==> config.mk <==
export PLATFORM = sky130hd
export DESIGN_NAME = reg_loader
export DESIGN_NICKNAME = d
export VERILOG_FILES = /design/src/rtl/reg_loader.sv
export SDC_FILE = /design/constraint.sdc
export NUM_CORES = 1
export LEC_CHECK = 0
export CAP_MARGIN = 20
export CORE_MARGIN = 8
export CORE_UTILIZATION = 56
export DETAILED_ROUTE_END_ITERATION = 16
export PLACE_DENSITY = 0.79
export SLEW_MARGIN = 15
export SYNTH_ARGS = -nofsm -noshare
export SYNTH_HDL_FRONTEND = slang
export SYNTH_SLANG_ARGS = --single-unit
==> constraint.sdc <==
create_clock -name CLK -period 3.1 [get_ports CLK]
set_clock_uncertainty 0.05 [all_clocks]
set_input_delay 0.465 -clock CLK [delete_from_list [all_inputs] [get_ports CLK]]
set_output_delay 0.465 -clock CLK [all_outputs]
set_load 0.02 [all_outputs]
==> src/rtl/reg_loader.sv <==
// reg_loader: streams bytes into consecutive register file entries, then reads them back and verifies
module reg_loader #(
    parameter int DATA_WIDTH = 8,
    parameter int ADDR_WIDTH = 3,
    parameter int NUM_REGS   = 8
) (
    input  logic                  CLK,
    input  logic                  RESET,
    input  logic                  START,
    input  logic [ADDR_WIDTH-1:0] BASEADDR,
    input  logic [ADDR_WIDTH:0]   COUNT,
    input  logic [DATA_WIDTH-1:0] DIN,
    input  logic                  DIN_VALID,
    output logic                  DIN_READY,
    output logic [DATA_WIDTH-1:0] REG_IN,
    output logic [ADDR_WIDTH-1:0] REG_INADDRESS,
    output logic                  REG_WRITE,
    output logic [ADDR_WIDTH-1:0] REG_OUTADDRESS,
    input  logic [DATA_WIDTH-1:0] REG_OUT,
    output logic                  BUSY,
    output logic                  DONE,
    output logic                  ERROR,
    output logic [ADDR_WIDTH-1:0] ERRADDR
);
    typedef enum logic [2:0] {IDLE, LOAD, DRAIN, VERIFY, FINISH} state_t;
    localparam logic [ADDR_WIDTH:0] MAX_COUNT = (ADDR_WIDTH+1)'(NUM_REGS);
    localparam logic [ADDR_WIDTH:0] ONE = (ADDR_WIDTH+1)'(1);
    state_t state;
    logic [ADDR_WIDTH-1:0] ptr, base, idx;
    logic [ADDR_WIDTH:0] remaining, total, count_clamped;
    logic [DATA_WIDTH-1:0] shadow [NUM_REGS];
    logic xfer;
    assign count_clamped = (COUNT > MAX_COUNT) ? MAX_COUNT : COUNT;
    assign DIN_READY = (state == LOAD);
    assign BUSY = (state != IDLE);
    assign DONE = (state == FINISH);
    assign xfer = DIN_READY && DIN_VALID;
    // keep a copy of every accepted byte for the read-back compare
    always_ff @(posedge CLK) begin
        if (xfer) shadow[idx] <= DIN;
    end
    // session sequencer: load, let the last write land, verify, report
    always_ff @(posedge CLK or posedge RESET) begin
        if (RESET) begin
            state <= IDLE;
            ptr <= '0;
            base <= '0;
            idx <= '0;
            remaining <= '0;
            total <= '0;
            REG_IN <= '0;
            REG_INADDRESS <= '0;
            REG_WRITE <= 1'b0;
            REG_OUTADDRESS <= '0;
            ERROR <= 1'b0;
            ERRADDR <= '0;
        end else begin
            case (state)
                IDLE: if (START) begin
                    ptr <= BASEADDR;
                    base <= BASEADDR;
                    idx <= '0;
                    remaining <= count_clamped;
                    total <= count_clamped;
                    ERROR <= 1'b0;
                    ERRADDR <= '0;
                    state <= (~|count_clamped) ? FINISH : LOAD;
                end
                LOAD: begin
                    REG_WRITE <= xfer;
                    if (xfer) begin
                        REG_IN <= DIN;
                        REG_INADDRESS <= ptr;
                        ptr <= ptr + 1'b1;
                        idx <= idx + 1'b1;
                        remaining <= remaining - 1'b1;
                        if (remaining == ONE) begin
                            ptr <= base;
                            state <= DRAIN;
                        end
                    end
                end
                DRAIN: begin
                    REG_WRITE <= 1'b0;
                    REG_OUTADDRESS <= base;
                    idx <= '0;
                    remaining <= total;
                    state <= VERIFY;
                end
                VERIFY: if (REG_OUT != shadow[idx]) begin
                    ERROR <= 1'b1;
                    ERRADDR <= REG_OUTADDRESS;
                    state <= FINISH;
                end else begin
                    REG_OUTADDRESS <= REG_OUTADDRESS + 1'b1;
                    idx <= idx + 1'b1;
                    remaining <= remaining - 1'b1;
                    if (remaining == ONE) state <= FINISH;
                end
                FINISH: state <= IDLE;
                default: state <= IDLE;
            endcase
        end
    end
endmodule

==> results of run 1 <==
layer usage:
metal  track usage (%)  share of wire [%]  routed length [um]  vias up
met5                 0                  0                   0        -
met4              4.92                1.3                 120        0
met3              5.32                4.7                 439       11
met2              29.5                 52                4870       74
met1              20.1                 42                3950     1391
li1                  -                  -                   -     1355
kinds of logic (layout without fill, tap and decap cells):
| kind of cell | Yosys count | count (layout) |
|---|---|---|
| adder cells (fa/ha/maj) | 5 | 5 |
| AO/OA/AOI/OAI | 50 | 50 |
| buffers and inverters | 25 | 94 |
| flip-flops | 103 | 103 |
| multiplexers | 50 | 50 |
| XOR/XNOR | 9 | 9 |
| AND/OR/NAND/NOR | 86 | 86 |
registers in the layout, summed over array words and instances (netlist names), 3 cells and up:
name / flops
idx: 3
REG_INADDRESS: 3
REG_IN: 8
total: 4
shadow: 64
base: 3
remaining: 4
ptr: 3
ERRADDR: 3
state: 3
REG_OUTADDRESS: 3
cell type report:
type,instances,area [um2],area share [%]
flip-flops and latches,103,2900,53.1
multi-input cells,200,1540,28.3
repair buffers,67,636,11.6
well taps,105,131,2.41
clock buffers,9,124,2.27
clock inverters,7,83.8,1.54
inverters,11,41.3,0.757
cell usage in the layout (no fill, tap or decap), drive strengths merged, types with 2 or more instances in the layout:
cell type,n
a211o,2
a21oi,9
a221oi,2
a22oi,2
a31oi,5
and2,4
buf,19
clkbuf,9
clkdlybuf4s50,48
clkinv,4
dfrtp,39
edfxtp,64
ha,5
inv,14
mux2,20
mux2i,19
mux4,11
nand2,26
nand2b,9
nand3,5
nor2,27
nor2b,2
nor3,6
nor4,2
o211ai,4
o21a,2
o21ai,12
o22ai,3
or3,2
xnor2,4
xor2,5
per-stage QoR:
step	util [%]	cells	setup slack, ns	cell area (um2)
final	67.8	502	0.270	5460
after global routing	67.8	502	0.0546	5460
after CTS	67.8	502	0.269	5460
after detailed placement	65.2	486	0.284	5250
after global placement	65.2	486	0.371	5250
after floorplan	-	328	0.232	4570
power by group through the flow:
stage	sequential (W)	clock, W	combinational [W]
2_1_floorplan	0.00210	0	0.00132
3_3_place_gp	0.00204	0	0.00197
3_5_place_dp	0.00206	0	0.00202
4_1_cts	0.00203	0.000854	0.00203
5_1_grt	0.00207	0.000907	0.00220
6_report	0.00202	0.000839	0.00201
cell usage after synthesis (all sizes together), types with 5 or more instances:
| cell | count |
|---|---|
| edfxtp | 64 |
| dfrtp | 39 |
| nor2 | 27 |
| nand2 | 26 |
| mux2 | 20 |
| mux2i | 19 |
| o21ai | 12 |
| inv | 11 |
| mux4 | 11 |
| a21oi | 9 |
| nand2b | 9 |
| clkbuf | 8 |
| buf | 6 |
| nor3 | 6 |
| a31oi | 5 |
| ha | 5 |
| nand3 | 5 |
| xor2 | 5 |
path summary, 6_finish.rpt:
| path | slack (ns) | startpoint | end | cells after the start |
|---|---|---|---|---|
| max | 0.27 | idx[0] | remaining[2] | 8 |
| min | 0.45 | ERROR | ERROR | 1 |
| max reg2reg | 0.27 | idx[0] | remaining[2] | 8 |
| min reg2reg | 0.45 | ERROR | ERROR | 1 |
| max in group asynchronous | 2.16 | RESET | remaining[0] | 3 |
| min in group asynchronous | 0.46 | RESET | REG_IN[5] | 3 |
==> impl_metrics.tcl, run 1 <==
set metrics [dict create \
    run_status "finished, final reports clean" \
    synthSimpleGateAreaFrac_pct 8.71 \
    ant_nets 0 \
    min_period_ns 2.83 \
    h-tree-depth 3 \
    post_synth_mux_area_share_pct 14.7 \
    cp-start-kind "register" \
    drt-total-wl_um 9380 \
    power_switching_w 0.00176 \
    synth_area_leader_cell "edfxtp_1" \
    fin_total_pwr_w 0.00487 \
    seq_power_share_pct 41.5 \
    yosys_warnings 0 \
    cp_num_buf_inv 1 \
    fmax_mhz 353 \
    worstPathCellList "buf_12 -> mux4_1 -> mux2i_1 -> xor2_1 -> nand4_1 -> nor4_2 -> o21a_1 -> mux2_2" \
    crit_arrival_ns 3.03 \
    p_comb_share_pct 41.2 \
    antenna_found_initial 0 \
    drive_gt1_share_pct 16.9 \
    cpMaxStageDelayCell "mux4_1" \
    max_stage_delay_ns 0.59 \
    cp_top_family "multiplexers" \
    via_per_inst 5.64 \
    critPathCaptureType "register" \
    synth-adder-area-share_pct 1.37 \
    synth_top_family_by_area "multiplexers" \
    report.final.slew_viol_count 0 \
    vias 2831 \
    cts_resized 0 \
    drc_errors 0 \
    routabilityCongestion 0.791 \
    ioPinCount 49 \
    dieArea_mm2 0.0113 \
    grt_max_degree 40 \
    yosys-top-cells-area "edfxtp_1 42%, dfrtp_1 21%, mux2_2 4.9%" \
    synth_compound_area_share_pct 7.28 \
    synth.distinct_cells 48 \
    grt_overflow 0 \
    irDropWorstVdd_uv 717 \
    maxCapViolCount 0 \
    num-fill-cells 606 \
    ys_ff_latch 103 \
    cts_buffers 9 \
    antenna_cells 0 \
    yosysSeqAreaShare_pct 63.4 \
    leakage_nw 2.07 \
    drt_iter0_markers 148 \
    synth_async_sr_flop_share_pct 37.9 \
    buffer_ports.inserted 48 \
    crit_fanout 27 \
    cts_tree "built" \
    routedWlPerCell_um 18.7 \
    die_w_um 106 \
    clkTransAtPathRegs_ns 0.11 \
    final.setup.tns_ns 0 \
    grtUsageTotal_pct 17.1 \
    swShare_pct 36.1 \
    syn_nets 360 \
    grt_pass1_wl_um 15100 \
    setup_viol 0 \
    grt_pass1_vias 2919 \
    syn_inst 328 \
    whs_ns 0.449 \
    post-dp-hpwl_um 6800 \
    firstDrtPassIters 4 \
    synthToLayoutAreaGrowth_pct 19.4 \
    hold_path_class "reg -> reg" \
    slew_headroom_pct 64.1 \
    hold_violations 0 \
    synth_area_mm2 0.00457 \
    clkPwrFrac_pct 17.2 \
    power.density_mw_per_mm2 892 \
    rsz0062_at_grt "false" \
    core-area_mm2 0.00805 \
    synth_xor_area_share_pct 1.72 \
    worstPathRequired_ns 3.30 \
    final_nets 424 \
    start_util_pct 56.8 \
    worstSetupPathType "reg -> reg" \
    synth_edf_count 64 \
    post_cts_buffers 0 \
    clockRootBuffer "clkbuf_8" \
    min_period_over_period_pct 91.3 \
    ctsHoldBuffers 0 \
    intPower_w 0.00311 \
    num_rows 33 \
    tightestPinTransition_ns 0.538 \
    syn_area_per_cell_um2 13.9 \
    cts_buffer_depth 2 \
    ys.flop_type "edfxtp_1" \
    synth_top_area_share_pct 42.0 \
    dieHeight_um 106 \
    insertion_delay_ns 0.37 \
    clock_sinks 103 \
]
(Power assumes the default switching activity.)
==> run 2, diff against run 1 <==
--- a/config.mk
+++ b/config.mk
@@ -7,9 +7,9 @@
 export LEC_CHECK = 0
 export CAP_MARGIN = 20
 export CORE_MARGIN = 8
-export CORE_UTILIZATION = 56
+export CORE_UTILIZATION = 51
 export DETAILED_ROUTE_END_ITERATION = 16
-export PLACE_DENSITY = 0.79
+export PLACE_DENSITY = 0.76
 export SLEW_MARGIN = 15
 export SYNTH_ARGS = -nofsm -noshare
 export SYNTH_HDL_FRONTEND = slang
==> constraint.sdc (replaced) <==
create_clock -name CLK -period 2.5 [get_ports CLK]
set_clock_uncertainty 0.05 [all_clocks]
set_input_delay 0.375 -clock CLK [delete_from_list [all_inputs] [get_ports CLK]]
set_output_delay 0.375 -clock CLK [all_outputs]
set_load 0.02 [all_outputs]
==> run 2 against run 1 <==
The flow now finishes with violations (negative setup slack). Final cell count up 4.4%. Sequential share of layout area down 2.3 points. Maximum frequency up 6.9%. Via count up 7.0%. Die area up 8.3%. Routed wire length up 9.7%.
==> impl_metrics.tcl, run 2 (same netlist as run 1, synthesis figures left out) <==
set metrics [dict create \
    run_status "finished with violations" \
    violations "negative setup slack" \
    ant_nets 0 \
    grt_overflow 0 \
    setup_viol 16 \
    cts_buffer_depth 2 \
    critPathCaptureType "register" \
    grt_max_degree 40 \
    worstPathCellList "buf_12 -> mux4_2 -> mux2i_2 -> xnor2_2 -> nor4_4 -> buf_6 -> buf_4 -> nand2b_1 -> a311oi_1" \
    crit_arrival_ns 2.83 \
    clockRootBuffer "clkbuf_8" \
    grt-busiest-layer "met2" \
    buffer_ports.inserted 48 \
    cts_buffers 9 \
    rsz0062_at_grt "true" \
    cts_tree "built" \
    final_common_cell "edfxtp_1" \
    die_w_um 111 \
    worst_r2r_endpoint "state[2]" \
    power.density_mw_per_mm2 1130 \
    dieHeight_um 111 \
    met2_usage_pct 27.4 \
    start_util_pct 52.4 \
    leakage_nw 2.22 \
    tightestPinTransition_ns 0.567 \
    ioPinCount 49 \
    cpMaxStageDelayCell "mux4_2" \
    core-area_mm2 0.00872 \
    reg2reg_depth 9 \
    grtUsageTotal_pct 17.0 \
    insertion_delay_ns 0.36 \
    dp_slack_ns -0.189 \
    min_period_over_period_pct 106 \
    cp-start-kind "register" \
    design_area_mm2 0.00571 \
    routedWlPerCell_um 19.6 \
    hold_path_class "in -> async" \
    irDropWorstVdd_uv 574 \
    place_area_mm2 0.00542 \
    min_period_ns 2.65 \
    num-fill-cells 623 \
    grt_use_met1_pct 22.0 \
    vias 3028 \
    whs_ns 0.405 \
    dieArea_mm2 0.0122 \
    via_per_inst 5.78 \
    num_rows 34 \
    largest_reg_flops 64 \
    synthToLayoutAreaGrowth_pct 24.9 \
    post-dp-hpwl_um 7300 \
    drt_iter0_markers 190 \
    maxCapViolCount 0 \
    fmax_mhz 378 \
    max_stage_delay_ns 0.53 \
    clkTransAtPathRegs_ns 0.10 \
    clock_sinks 103 \
    antenna_cells 0 \
    hold_violations 0 \
    worstSetupPathType "reg -> reg" \
    ctsHoldBuffers 0 \
    slew_headroom_pct 62.1 \
    drc_errors 0 \
    report.final.slew_viol_count 0 \
    firstDrtPassIters 5 \
    grt_pass1_vias 3191 \
    grt_pass1_wl_um 16700 \
    h-tree-depth 3 \
    layout_common_cells "64 x edfxtp_1, 46 x clkdlybuf4s50_1, 38 x dfrtp_1" \
    crit_fanout 19 \
    drive_gt1_share_pct 23.1 \
    setup_ws_ns -0.146 \
    worstPathRequired_ns 2.69 \
    largest_register "shadow" \
    routabilityCongestion 0.893 \
    antenna_found_initial 0 \
    reg2reg_slack_ns -0.15 \
    drt-total-wl_um 10300 \
    final_nets 444 \
    use_met3_pct 3.84 \
    r2r-start "idx[0]" \
    top_regs "shadow: 64 flops, REG_IN: 8 flops" \
]
run 2: cell types whose count changed in the layout (fill, tap and decap cells not counted), sizes merged, moves of 2 or more:
cell / previous run / this run
dlymetal6s2s: 0 / 2
clkdlybuf4s50: 48 / 46
bufinv: 0 / 2
inv: 14 / 12
clkinv: 4 / 1
buf: 19 / 39
run 2: layer usage:
| layer | vias up | share of wire [%] |
|---|---|---|
| li1 | 1389 | - |
| met2 | 101 | 49 |
| met3 | 16 | 5.8 |
| met5 | - | 0 |
| met1 | 1522 | 43 |
| met4 | 0 | 1.8 |
run 2: worst max path at each step:
stage | end | slack, ns | start
3_3_place_gp | idx[0] | -0.12 | idx[0]
5_1_grt | remaining[1] | -0.26 | idx[0]
2_1_floorplan | idx[0] | -0.07 | idx[0]
3_5_place_dp | remaining[2] | -0.19 | idx[0]
4_1_cts | remaining[3] | -0.1 | idx[0]
6_report | state[2] | -0.15 | idx[0]
run 2: timing repair:
| action | 4_1_cts | 5_1_grt |
|---|---|---|
| gates resized for setup | 7 | 12 |
| endpoints found under the setup margin | 17 | 19 |
| pin swaps | 1 | 5 |
| buffers inserted | 0 | 1 |
run 2: power breakdown:
group	internal [W]	switching [W]	total, W
Combinational	0.00141	0.00143	0.00284
Sequential	0.00224	0.000277	0.00251
Clock	0.000561	0.000554	0.00112
Total	0.00420	0.00226	0.00646
run 2: metrics by stage:
step           utilization (%)  power, W  TNS (ns)  cells
2_1_floorplan                -   0.00430    -0.134    328
3_3_place_gp              62.2   0.00518     -1.02    508
3_5_place_dp              62.2   0.00528     -1.89    508
4_1_cts                   64.9   0.00645    -0.543    523
5_1_grt                   65.5   0.00685     -3.37    524
6_report                  65.5   0.00646     -1.07    524
run 2: layout make-up:
| cell class | instances | area (um2) | share of cell area (%) |
|---|---|---|---|
| Inverter | 11 | 41.3 | 0.723 |
| Clock buffer | 10 | 128 | 2.24 |
| Tap cell | 108 | 135 | 2.37 |
| Clock inverter | 5 | 81.3 | 1.42 |
| Multi-Input combinational cell | 200 | 1610 | 28.2 |
| Sequential cell | 103 | 2900 | 50.8 |
| Timing Repair Buffer | 87 | 813 | 14.2 |
run 2: worst max-delay path, delay by kind of cell (launching register included):
kind	cells	cell delay (ns)
xor+xnor	1	0.17
mux	2	0.81
buf+inv	3	0.50
simple gates	2	0.20
flops	1	0.48
compound gates	1	0.31
==> run 3, diff against run 2 <==
--- a/config.mk
+++ b/config.mk
@@ -10,6 +10,7 @@
 export CORE_UTILIZATION = 51
 export DETAILED_ROUTE_END_ITERATION = 16
 export PLACE_DENSITY = 0.76
+export RECOVER_POWER = 25
 export SLEW_MARGIN = 15
 export SYNTH_ARGS = -nofsm -noshare
 export SYNTH_HDL_FRONTEND = slang
==> run 3 against run 2 <==
The flow still finishes with violations (negative setup slack). Critical path depth stayed put. Die area stayed put. Worst setup slack improved by 0.014 ns. Clock-buffer cell count unchanged. Flip-flop and latch count unchanged. Sequential power hardly changed. Routed wire length down 0.13%. Final area did not move. Final cell count is the same. Maximum frequency is 0.55% higher. Register-to-register slack is essentially flat. Sequential share of layout area unchanged. Critical endpoint unchanged.
==> impl_metrics.tcl, run 3 (same netlist as run 1, synthesis figures left out) <==
set metrics [dict create \
    power.density_mw_per_mm2 1130 \
    buffer_ports.inserted 48 \
    slew_headroom_pct 61.9 \
    grt_overflow 0 \
    vias 3030 \
    final_cells 524 \
    drive_gt1_share_pct 23.1 \
    irDropWorstVdd_uv 572 \
    min_period_ns 2.63 \
    clock_sinks 103 \
    final_nets 444 \
    leakage_nw 2.23 \
    num_rows 34 \
    firstDrtPassIters 5 \
    final_common_cell "edfxtp_1" \
    run_status "finished with violations" \
    grt_use_met1_pct 22.0 \
    critPathCaptureType "register" \
    cp_top_family "multiplexers" \
    setup_viol 16 \
    drt-total-wl_um 10300 \
    ant_nets 0 \
    tightestPinTransition_ns 0.571 \
    grt_max_degree 40 \
    clockRootBuffer "clkbuf_8" \
    drt_iter0_markers 190 \
    cts_buffers 9 \
    maxCapViolCount 0 \
    cpMaxStageDelayCell "mux4_2" \
    fmax_mhz 380 \
    grt-busiest-layer "met2" \
    ctsHoldBuffers 0 \
    top_regs "shadow: 64 flops, REG_IN: 8 flops" \
    violations "negative setup slack" \
    start_util_pct 52.4 \
    utilization_pct 65.5 \
    grt_pass1_vias 3191 \
    antenna_cells 0 \
    met2_usage_pct 27.4 \
    routabilityCongestion 0.893 \
    crit_arrival_ns 2.82 \
    grt_pass1_wl_um 16700 \
    largest_reg_flops 64 \
    reg2reg_slack_ns -0.13 \
    max_stage_delay_ns 0.53 \
    ioPinCount 49 \
    min_period_over_period_pct 105 \
    dieArea_mm2 0.0122 \
    worstPathRequired_ns 2.69 \
    report.final.slew_viol_count 0 \
    clkTransAtPathRegs_ns 0.10 \
    cts_buffer_depth 2 \
    post-dp-hpwl_um 7300 \
    antenna_found_initial 0 \
    layout_common_cells "64 x edfxtp_1, 38 x dfrtp_1, 38 x clkdlybuf4s50_1" \
    die_w_um 111 \
    multiInputGateArea_mm2 0.00161 \
    worstSetupPathType "reg -> reg" \
    use_met3_pct 3.84 \
    drc_errors 0 \
    grtUsageTotal_pct 17.0 \
    hold_path_class "in -> async" \
    via_per_inst 5.78 \
    cts_tree "built" \
    setup_ws_ns -0.132 \
    insertion_delay_ns 0.36 \
    largest_register "shadow" \
    core-area_mm2 0.00872 \
    num-fill-cells 623 \
    routedWlPerCell_um 19.6 \
    crit_fanout 19 \
    rsz0062_at_grt "true" \
    cp_num_buf_inv 3 \
    cp-start-kind "register" \
    fin_total_pwr_w 0.00646 \
    worstPathCellList "buf_12 -> mux4_2 -> mux2i_2 -> xnor2_2 -> nor4_4 -> buf_6 -> buf_4 -> nand2b_1 -> a311oi_1" \
    synthToLayoutAreaGrowth_pct 24.9 \
    seqCellArea_mm2 0.00290 \
    h-tree-depth 3 \
    dieHeight_um 111 \
    hold_violations 0 \
    dp.cells 508 \
]
run 3: cell count changes in the layout (fill, tap and decap cells not counted):
cell,delta
dlygate4sd3_1,+8
clkdlybuf4s50_1,-8
run 3: timing repair:
action / 4_1_cts / 5_1_grt
endpoints found under the setup margin: 17 / 19
resized for setup: 7 / 12
gates cloned: 0 / 0
pin swaps: 1 / 5
buffers inserted: 0 / 1
run 3: final cells by class:
type,instances,share of cell area (%)
sequential,103,50.8
tap,108,2.37
clock buffer,10,2.24
timing repair buffer,87,14.2
multi-input combinational,200,28.2
inverter,11,0.723
clock inverter,5,1.42
run 3: worst paths after layout:
check | startpoint | end | cells after the start
max in group asynchronous | RESET | idx[0] | 3
min in group CLK | ERROR | ERROR | 1
worst max-delay path | idx[0] | state[2] | 9
worst max register to register | idx[0] | state[2] | 9
worst min register to register | ERROR | ERROR | 1
worst min-delay path | RESET | REG_IN[3] | 3
run 3: worst reg2reg max path, stage by stage, from the launching register on:
cell	delay, ns
dfrtp_2	0.48
buf_12	0.20
mux4_2	0.54
mux2i_2	0.28
xnor2_2	0.17
nor4_4	0.07
buf_6	0.16
buf_4	0.14
nand2b_1	0.13
a311oi_1	0.30
run 3: per-layer routing:
layer,routed length (um),vias up
li1,-,1389
met3,582,14
met5,0,-
met4,158,0
met1,4450,1525
met2,5080,102
run 3: stage by stage:
step	hold WS [ns]	worst slack, ns	TNS (ns)	area, um2
2_1_floorplan	0.400	-0.0671	-0.134	4610
3_3_place_gp	0.416	-0.122	-1.02	5420
3_5_place_dp	0.422	-0.189	-1.89	5420
4_1_cts	0.418	-0.0962	-0.543	5660
5_1_grt	0.458	-0.265	-3.37	5710
6_report	0.406	-0.132	-1.04	5710
run 3: power by group:
part	switching (W)	internal [W]
Sequential	0.000276	0.00224
Combinational	0.00143	0.00140
Clock	0.000554	0.000561
Total	0.00226	0.00420
